`config.mk`:
```
export PLATFORM = sky130hd
export DESIGN_NAME = hex_scan_ctrl
export DESIGN_NICKNAME = d
export VERILOG_FILES = /design/src/rtl/hex_scan_pkg.sv /design/src/rtl/decord_7seg.sv /design/src/rtl/hex_scan_ctrl.sv
export SDC_FILE = /design/constraint.sdc
export NUM_CORES = 1
export LEC_CHECK = 0
export CORE_UTILIZATION = 39
export CTS_CLUSTER_DIAMETER = 60
export DETAILED_ROUTE_END_ITERATION = 8
export SYNTH_ARGS = -nofsm -noshare
export SYNTH_HDL_FRONTEND = slang
export SYNTH_HIERARCHICAL = 1
export SYNTH_SLANG_ARGS = --single-unit
```
`constraint.sdc`:
```
create_clock -name CLK -period 4.2 [get_ports CLK]
set_clock_uncertainty 0.1 [all_clocks]
set_input_delay 0.42 -clock CLK [delete_from_list [all_inputs] [get_ports CLK]]
set_output_delay 0.42 -clock CLK [all_outputs]
set_load 0.02 [all_outputs]
```
`src/rtl/hex_scan_pkg.sv`:
```
// -----------------------------------------------------------------------------
// hex_scan_pkg
// Shared types, constants and helpers for the hex_scan_ctrl display scanner.
//   SEG_BLANK      : segment pattern with every segment and the DP dark
//   nibble_t       : one hexadecimal digit
//   lzb_blank_vec  : per-digit leading-zero blanking vector
// -----------------------------------------------------------------------------
package hex_scan_pkg;

  localparam logic [7:0] SEG_BLANK  = 8'hFF;
  localparam int         MAX_DIGITS = 8;
  localparam int         MAX_IDX_W  = 3;
  localparam int         EXT_W      = 4 * MAX_DIGITS;

  typedef logic [3:0] nibble_t;

  // Digit k (k>0) is blanked when lzb is set and every nibble from the top
  // digit down to k is zero. Digit 0 always stays lit so a zero value still
  // shows "0". Digits at or above num_digits are never blanked.
  function automatic logic [MAX_DIGITS-1:0] lzb_blank_vec(
    input logic [EXT_W-1:0] value,
    input int               num_digits,
    input logic             lzb
  );
    logic [MAX_DIGITS-1:0] blank;
    logic                  upper_zero;
    blank      = '0;
    upper_zero = 1'b1;
    for (int k = MAX_DIGITS - 1; k >= 1; k--) begin
      if (k < num_digits) begin
        upper_zero = upper_zero && (value[4*k +: 4] == 4'h0);
        blank[k]   = lzb && upper_zero;
      end else begin
        blank[k]   = 1'b0;
      end
    end
    return blank;
  endfunction

endpackage

```
`src/rtl/decord_7seg.sv`:
```
// -----------------------------------------------------------------------------
// decord_7seg
// Hex-to-seven-segment decoder, active-low segments, bit7 = DP (always off).
//   DIN [3:0] : nibble to decode
//   EN        : 0 forces every segment dark
//   HEX [7:0] : active-low pattern {dp, g, f, e, d, c, b, a}
// -----------------------------------------------------------------------------
module decord_7seg
  import hex_scan_pkg::*;
(
  input  logic [3:0] DIN,
  input  logic       EN,
  output logic [7:0] HEX
);

  // Combinational nibble-to-segment lookup
  always_comb begin
    HEX = SEG_BLANK;
    if (EN) begin
      case (DIN)
        4'h0:    HEX = 8'hC0;
        4'h1:    HEX = 8'hF9;
        4'h2:    HEX = 8'hA4;
        4'h3:    HEX = 8'hB0;
        4'h4:    HEX = 8'h99;
        4'h5:    HEX = 8'h92;
        4'h6:    HEX = 8'h82;
        4'h7:    HEX = 8'hF8;
        4'h8:    HEX = 8'h80;
        4'h9:    HEX = 8'h90;
        4'hA:    HEX = 8'h88;
        4'hB:    HEX = 8'h83;
        4'hC:    HEX = 8'hC6;
        4'hD:    HEX = 8'hA1;
        4'hE:    HEX = 8'h86;
        4'hF:    HEX = 8'h8E;
        default: HEX = SEG_BLANK;
      endcase
    end else begin
      HEX = SEG_BLANK;
    end
  end

endmodule

```
`src/rtl/hex_scan_ctrl.sv`:
```
// -----------------------------------------------------------------------------
// hex_scan_ctrl
// Time-multiplexed scan controller for NUM_DIGITS common-anode 7-seg digits
// sharing one decoder. Loaded values wait in a pending register and are
// committed only at a frame boundary, so a frame never shows a torn value.
// Optional feature macro: HEX_SCAN_BLINK_EN (adds BLINK port, BLINK_FRAMES).
// Ports:
//   CLK, RST_N  : clock, synchronous active-low reset
//   DIN         : value to load, nibble k drives digit k (k=0 = LSD)
//   DP_IN       : per-digit decimal point, 1 = lit, captured with DIN
//   LZB         : leading-zero blanking enable, sampled live
//   LOAD_VALID  : load request; LOAD_READY : load can be accepted
//   DISP_EN     : 0 turns all segments and digit selects off
//   HEX         : active-low segments, bit7 = DP
//   DIG_N       : active-low one-hot digit select
//   FRAME_DONE  : one-cycle pulse per completed scan frame
// -----------------------------------------------------------------------------
module hex_scan_ctrl
  import hex_scan_pkg::*;
#(
  parameter int NUM_DIGITS   = 4,
  parameter int SCAN_DIV     = 50000
`ifdef HEX_SCAN_BLINK_EN
  , parameter int BLINK_FRAMES = 64
`endif
) (
  input  logic                    CLK,
  input  logic                    RST_N,
  input  logic [4*NUM_DIGITS-1:0] DIN,
  input  logic [NUM_DIGITS-1:0]   DP_IN,
  input  logic                    LZB,
  input  logic                    LOAD_VALID,
  output logic                    LOAD_READY,
  input  logic                    DISP_EN,
`ifdef HEX_SCAN_BLINK_EN
  input  logic [NUM_DIGITS-1:0]   BLINK,
`endif
  output logic [7:0]              HEX,
  output logic [NUM_DIGITS-1:0]   DIG_N,
  output logic                    FRAME_DONE
);

  localparam int IDX_W = $clog2(NUM_DIGITS);
  localparam int PRE_W = (SCAN_DIV > 1) ? $clog2(SCAN_DIV) : 1;
  localparam int DW    = 4 * NUM_DIGITS;

  logic [PRE_W-1:0]      r_presc;
  logic [IDX_W-1:0]      r_idx;
  logic [DW-1:0]         r_shown;
  logic [NUM_DIGITS-1:0] r_shown_dp;
  logic [DW-1:0]         r_pend_din;
  logic [NUM_DIGITS-1:0] r_pend_dp;
  logic                  r_pend;
  logic                  r_ready;
  logic                  r_frame_done;
  logic [7:0]            r_hex;
  logic [NUM_DIGITS-1:0] r_dig_n;

  logic                  w_term;
  logic                  w_frame_end;
  logic                  w_xfer;
  logic [PRE_W-1:0]      w_presc_nxt;
  logic [IDX_W-1:0]      w_idx_nxt;
  logic [DW-1:0]         w_shown_nxt;
  logic [NUM_DIGITS-1:0] w_shown_dp_nxt;
  logic                  w_pend_nxt;
  logic [MAX_DIGITS-1:0] w_blank_all;
  logic                  w_blank_sel;
  logic                  w_dp_on;
  nibble_t               w_nib;
  logic [7:0]            w_dec_hex;
  logic [7:0]            w_hex_nxt;
  logic [NUM_DIGITS-1:0] w_dig_n_nxt;
  logic                  w_blink_mask;

  assign w_term      = (r_presc == PRE_W'(SCAN_DIV - 1));
  assign w_frame_end = w_term && (r_idx == IDX_W'(NUM_DIGITS - 1));
  assign w_xfer      = LOAD_VALID && r_ready;

  // Next prescaler/index, commit of pending data and pending-flag update
  always_comb begin
    w_presc_nxt    = r_presc;
    w_idx_nxt      = r_idx;
    w_shown_nxt    = r_shown;
    w_shown_dp_nxt = r_shown_dp;
    w_pend_nxt     = r_pend;
    if (w_term) begin
      w_presc_nxt = '0;
      if (r_idx == IDX_W'(NUM_DIGITS - 1)) begin
        w_idx_nxt = '0;
      end else begin
        w_idx_nxt = r_idx + IDX_W'(1);
      end
    end else begin
      w_presc_nxt = r_presc + PRE_W'(1);
      w_idx_nxt   = r_idx;
    end
    if (w_frame_end && r_pend) begin
      w_shown_nxt    = r_pend_din;
      w_shown_dp_nxt = r_pend_dp;
      w_pend_nxt     = 1'b0;
    end else begin
      w_shown_nxt    = r_shown;
      w_shown_dp_nxt = r_shown_dp;
      w_pend_nxt     = r_pend;
    end
    // A transfer needs ready, which implies nothing is pending to commit.
    if (w_xfer) begin
      w_pend_nxt = 1'b1;
    end else begin
      w_pend_nxt = w_pend_nxt;
    end
  end

  // Outputs are built from next-state values so the digit select, the new
  // value on digit 0 and FRAME_DONE all appear on the same edge.
  always_comb begin
    w_blank_all = lzb_blank_vec(EXT_W'(w_shown_nxt), NUM_DIGITS, LZB);
    w_blank_sel = w_blank_all[MAX_IDX_W'(w_idx_nxt)];
    w_nib       = w_shown_nxt[{w_idx_nxt, 2'b00} +: 4];
    // A blanked digit keeps its DP dark as well.
    w_dp_on     = w_shown_dp_nxt[w_idx_nxt] && !w_blank_sel;
  end

  decord_7seg u_dec (
    .DIN (w_nib),
    .EN  (~w_blank_sel),
    .HEX (w_dec_hex)
  );

  // Final segment/digit-select pattern including display enable and blink
  always_comb begin
    w_hex_nxt   = SEG_BLANK;
    w_dig_n_nxt = '1;
    if (!DISP_EN) begin
      w_hex_nxt   = SEG_BLANK;
      w_dig_n_nxt = '1;
    end else if (w_blink_mask) begin
      w_hex_nxt   = SEG_BLANK;
      w_dig_n_nxt = ~(NUM_DIGITS'(1) << w_idx_nxt);
    end else begin
      w_hex_nxt   = w_dec_hex & {~w_dp_on, 7'h7F};
      w_dig_n_nxt = ~(NUM_DIGITS'(1) << w_idx_nxt);
    end
  end

`ifdef HEX_SCAN_BLINK_EN
  localparam int BF_W = (BLINK_FRAMES > 1) ? $clog2(BLINK_FRAMES) : 1;
  logic [BF_W-1:0] r_blink_cnt;
  logic            r_blink_off;

  assign w_blink_mask = r_blink_off && BLINK[w_idx_nxt];

  // Frame counter toggling the blink phase every BLINK_FRAMES frames
  always_ff @(posedge CLK) begin
    if (!RST_N) begin
      r_blink_cnt <= '0;
      r_blink_off <= 1'b0;
    end else if (w_frame_end) begin
      if (r_blink_cnt == BF_W'(BLINK_FRAMES - 1)) begin
        r_blink_cnt <= '0;
        r_blink_off <= ~r_blink_off;
      end else begin
        r_blink_cnt <= r_blink_cnt + BF_W'(1);
      end
    end
  end
`else
  assign w_blink_mask = 1'b0;
`endif

  // Scan counters, value buffers, handshake and registered outputs
  always_ff @(posedge CLK) begin
    if (!RST_N) begin
      r_presc      <= '0;
      r_idx        <= '0;
      r_shown      <= '0;
      r_shown_dp   <= '0;
      r_pend_din   <= '0;
      r_pend_dp    <= '0;
      r_pend       <= 1'b0;
      r_ready      <= 1'b1;
      r_frame_done <= 1'b0;
      r_hex        <= SEG_BLANK;
      r_dig_n      <= '1;
    end else begin
      r_presc      <= w_presc_nxt;
      r_idx        <= w_idx_nxt;
      r_shown      <= w_shown_nxt;
      r_shown_dp   <= w_shown_dp_nxt;
      r_pend       <= w_pend_nxt;
      r_ready      <= ~w_pend_nxt;
      r_frame_done <= w_frame_end;
      r_hex        <= w_hex_nxt;
      r_dig_n      <= w_dig_n_nxt;
      if (w_xfer) begin
        r_pend_din <= DIN;
        r_pend_dp  <= DP_IN;
      end
    end
  end

  assign LOAD_READY = r_ready;
  assign FRAME_DONE = r_frame_done;
  assign HEX        = r_hex;
  assign DIG_N      = r_dig_n;

endmodule
```
==> impl_results.md <==
- Status: completed
- CP Capture Type: flip-flop
- Worst EP required: 4320 ps
- Inst Count DP: 488
- Most frequent cells in the layout: dfxtp_1 (73), nand2_1 (58), nor2_1 (41), clkdlybuf4s50_1 (38), mux2i_1 (33)
- CP max FO: 17
- Layout fillers: between 800 and 900
- Area Growth Syn to Fin: 19.7%
- Sequential cell area fraction in the yosys report: 0.443
- Mean Syn Cell Area: 9.13 um2
- GP Congestion: 0.798
- Die area: a little under 9000 um2
- Flop and latch count out of synthesis: 73
- Initial antenna violation count: 0
- Slew margin rel.: 0.543
- Area post-placement: 3730 um2
- Antenna-violating nets left: 0
- Worst hold path class: flip-flop to flip-flop
- Width of the die: ~94 um
- CTS Buffer Depth: 2
- Footprint of the multi-input gates: about 1700 um2
- Design Area, Final: slightly below 4000 um2
- Die Y: 93.9 um
- Netlist cell types: 46
- Worst setup SP type: flip-flop
- Port Buf Inserts: 38
- Vias in the first global route: between 2000 and 2500
- Drt first pass iters: 4
- Leakage: roughly 1.5 nW
- Largest net degree at the start of global routing: 37
- Initial cell density of the core: 0.401
- Critical-path top delay cell: dfxtp_1
- Reg power frac: 0.511
- Cell internal pwr: roughly 0.0011 W
- Fin crit period: 3520 ps
- Crit path cell chain: ha_1 > nand2_1 > nor2_4 > mux2i_1 > mux2i_1 > mux2_2 > inv_1 > ha_1 > nor2_1 > o311ai_1 > or2_2
- Iteration-0 DRC count of the detailed router: 90
- Share of cells above drive strength 1: 0.103
- Unrepaired setup endpoints after global routing: false
- Maximum vdd ir drop: 214 uV
- Net Sw Frac: 0.222
- DRC: 0
- Synth warn: 6
- Top cells by area, synth: dfxtp_1 (44%), mux2i_1 (10%), nand2_1 (6.6%), nor2_1 (4.7%), a21oi_1 (4.6%)
- Synth Instances: 361
- Final period util: 0.838
- Part of the power in combinational logic: 0.062
- Max Freq: around 0.28 GHz
- Total power: ~0.0014 W
- DP HPWL: roughly 4.8 mm
- Post-route setup TNS: 0 ps
- Total setup buffers inserted after CTS: 0
- Synth area leader: dfxtp_1
- IO Count: 39
- Via count: 2493
- CP Class: flip-flop to flip-flop
- Final Max Slew Viols: 0
- Final Hold Viols: 0
- Worst-Margin Slew: between 600 and 700 ps
- Register area: about 1500 um2
- Clk pwr share: 0.428
- Pwr Density: ~360 nW/um2
- Num rows: 33
- Clock-pin slew on the worst setup and hold paths: approximately 70 ps
- Most common cell after layout, fill and taps aside: dfxtp_1
- Vias per cell: ~4.9
- Total gr overflow: 0
- Synth top area share: 0.443
- Core ar.: roughly 8200 um2
- First-pass GRT wire length: about 11 mm
- Crit path DAT: between 3000 and 4000 ps
- CP peak stage delay: 560 ps
- Post-CTS Resized: 0
- Clock sink count: 73
- Net switching power: between 0.0003 and 0.0004 W
- # H-tree levels: 3
- Gr usage total: 0.162
- Clock Latency Late Sink: about 340 ps
- Post-route insts no fill: roughly 500
- CTS hold repair buffers: 0
- Num CTS Buffers: 9
- Final #Nets: approximately 430
- Mapped Area: roughly 3300 um2
- Routed Wire Length: between 6 and 7 mm
- Max_cap viols: 0
- Per-cell routed wire length: 13.1 um
- # setup viols final: 0
- CTS tree: yes
- Final core area utilization: 0.480
- Synth Net Count: a little under 400
- Root Buffer: clkbuf_8
- Ant. Diodes: 0
-- worst max-delay path: cells and delay by family (launching register included) --
| family | cells | cell delay [ps] |
|---|---|---|
| AOI/OAI and AO/OA | 1 | 100 |
| adders and majority gates | 2 | 580 |
| buffers and inverters | 1 | 150 |
| DFF | 1 | 560 |
| muxes | 3 | 800 |
| and+or+nand+nor | 4 | 1100 |
-- cell usage after synthesis (all sizes together) --
library cell   n
clkbuf        11
o31ai          1
o311ai         2
or2            8
nor2          42
nand3b         2
nand3         10
o31a           2
conb           1
dfxtp         73
xnor2          4
and3           5
mux2i         35
or3            2
o21ai         10
nor4           5
and4b          1
or3b           1
mux2           5
nor2b          2
nand4          2
nand2b         2
nand2         58
buf            8
o221ai         1
ha             9
clkinv         1
inv            6
xor2           9
mux4           2
or4            1
and2           3
a221oi         1
and4bb         1
a32oi          2
nor3           3
a21oi         30
-- path summary, 6_finish.rpt --
kind | startpoint | end | slack (ps) | cells past startpoint
hold reg to reg | r_pend_dp[1] | r_pend_dp[1] | 360 | 2
hold / removal | r_pend_dp[1] | r_pend_dp[1] | 360 | 2
setup reg to reg | r_idx[0] | HEX[1] | 680 | 11
setup / recovery | r_idx[0] | HEX[1] | 680 | 11
-- registers in the layout (all words and copies together) (netlist names), 2 cells and up --
| signal | cells |
|---|---|
| r_pend_dp | 4 |
| r_shown | 16 |
| r_idx | 2 |
| HEX | 8 |
| DIG_N | 4 |
| r_shown_dp | 4 |
| r_pend_din | 16 |
| r_presc | 16 |
-- power groups by stage --
stage | sequential, W | clock, W | combinational (W)
CTS | 0.000726 | 0.000627 | 0.0000895
finish | 0.000726 | 0.000608 | 0.0000875
global placement | 0.000742 | 0 | 0.0000885
detailed placement | 0.000742 | 0 | 0.0000891
floorplan | 0.000743 | 0 | 0.0000414
global route | 0.000728 | 0.000659 | 0.0000973
-- cells by family after synthesis --
family	count (synthesis)	share of synthesized area
other cells	1	0.00114
xor+xnor	13	0.0345
buf+inv	26	0.0398
mux	42	0.145
flops	73	0.443
compound gates	49	0.0862
fa+ha+maj	9	0.0342
simple gates	148	0.216
-- area by class of cell --
cell class	count	share of cell area
multi-input cells	262	0.432
repair buffers	41	0.102
flip-flops and latches	73	0.370
clock buffers	11	0.0358
well taps	105	0.0333
clock inverters	5	0.0200
inverters	7	0.00666
-- metrics by stage --
| stage | hold WS (ps) | setup slack (ps) |
|---|---|---|
| floorplan | 330 | 1090 |
| global placement | 347 | 866 |
| detailed placement | 348 | 702 |
| CTS | 361 | 681 |
| global route | 390 | 411 |
| finish | 360 | 682 |
-- metal layers --
metal  global-route usage  wire, um
met4               0.0449        34
met5                    0         0
met2                0.263      3090
met3               0.0445       234
met1                0.211      3260
Power figures use the tool's default switching activity.
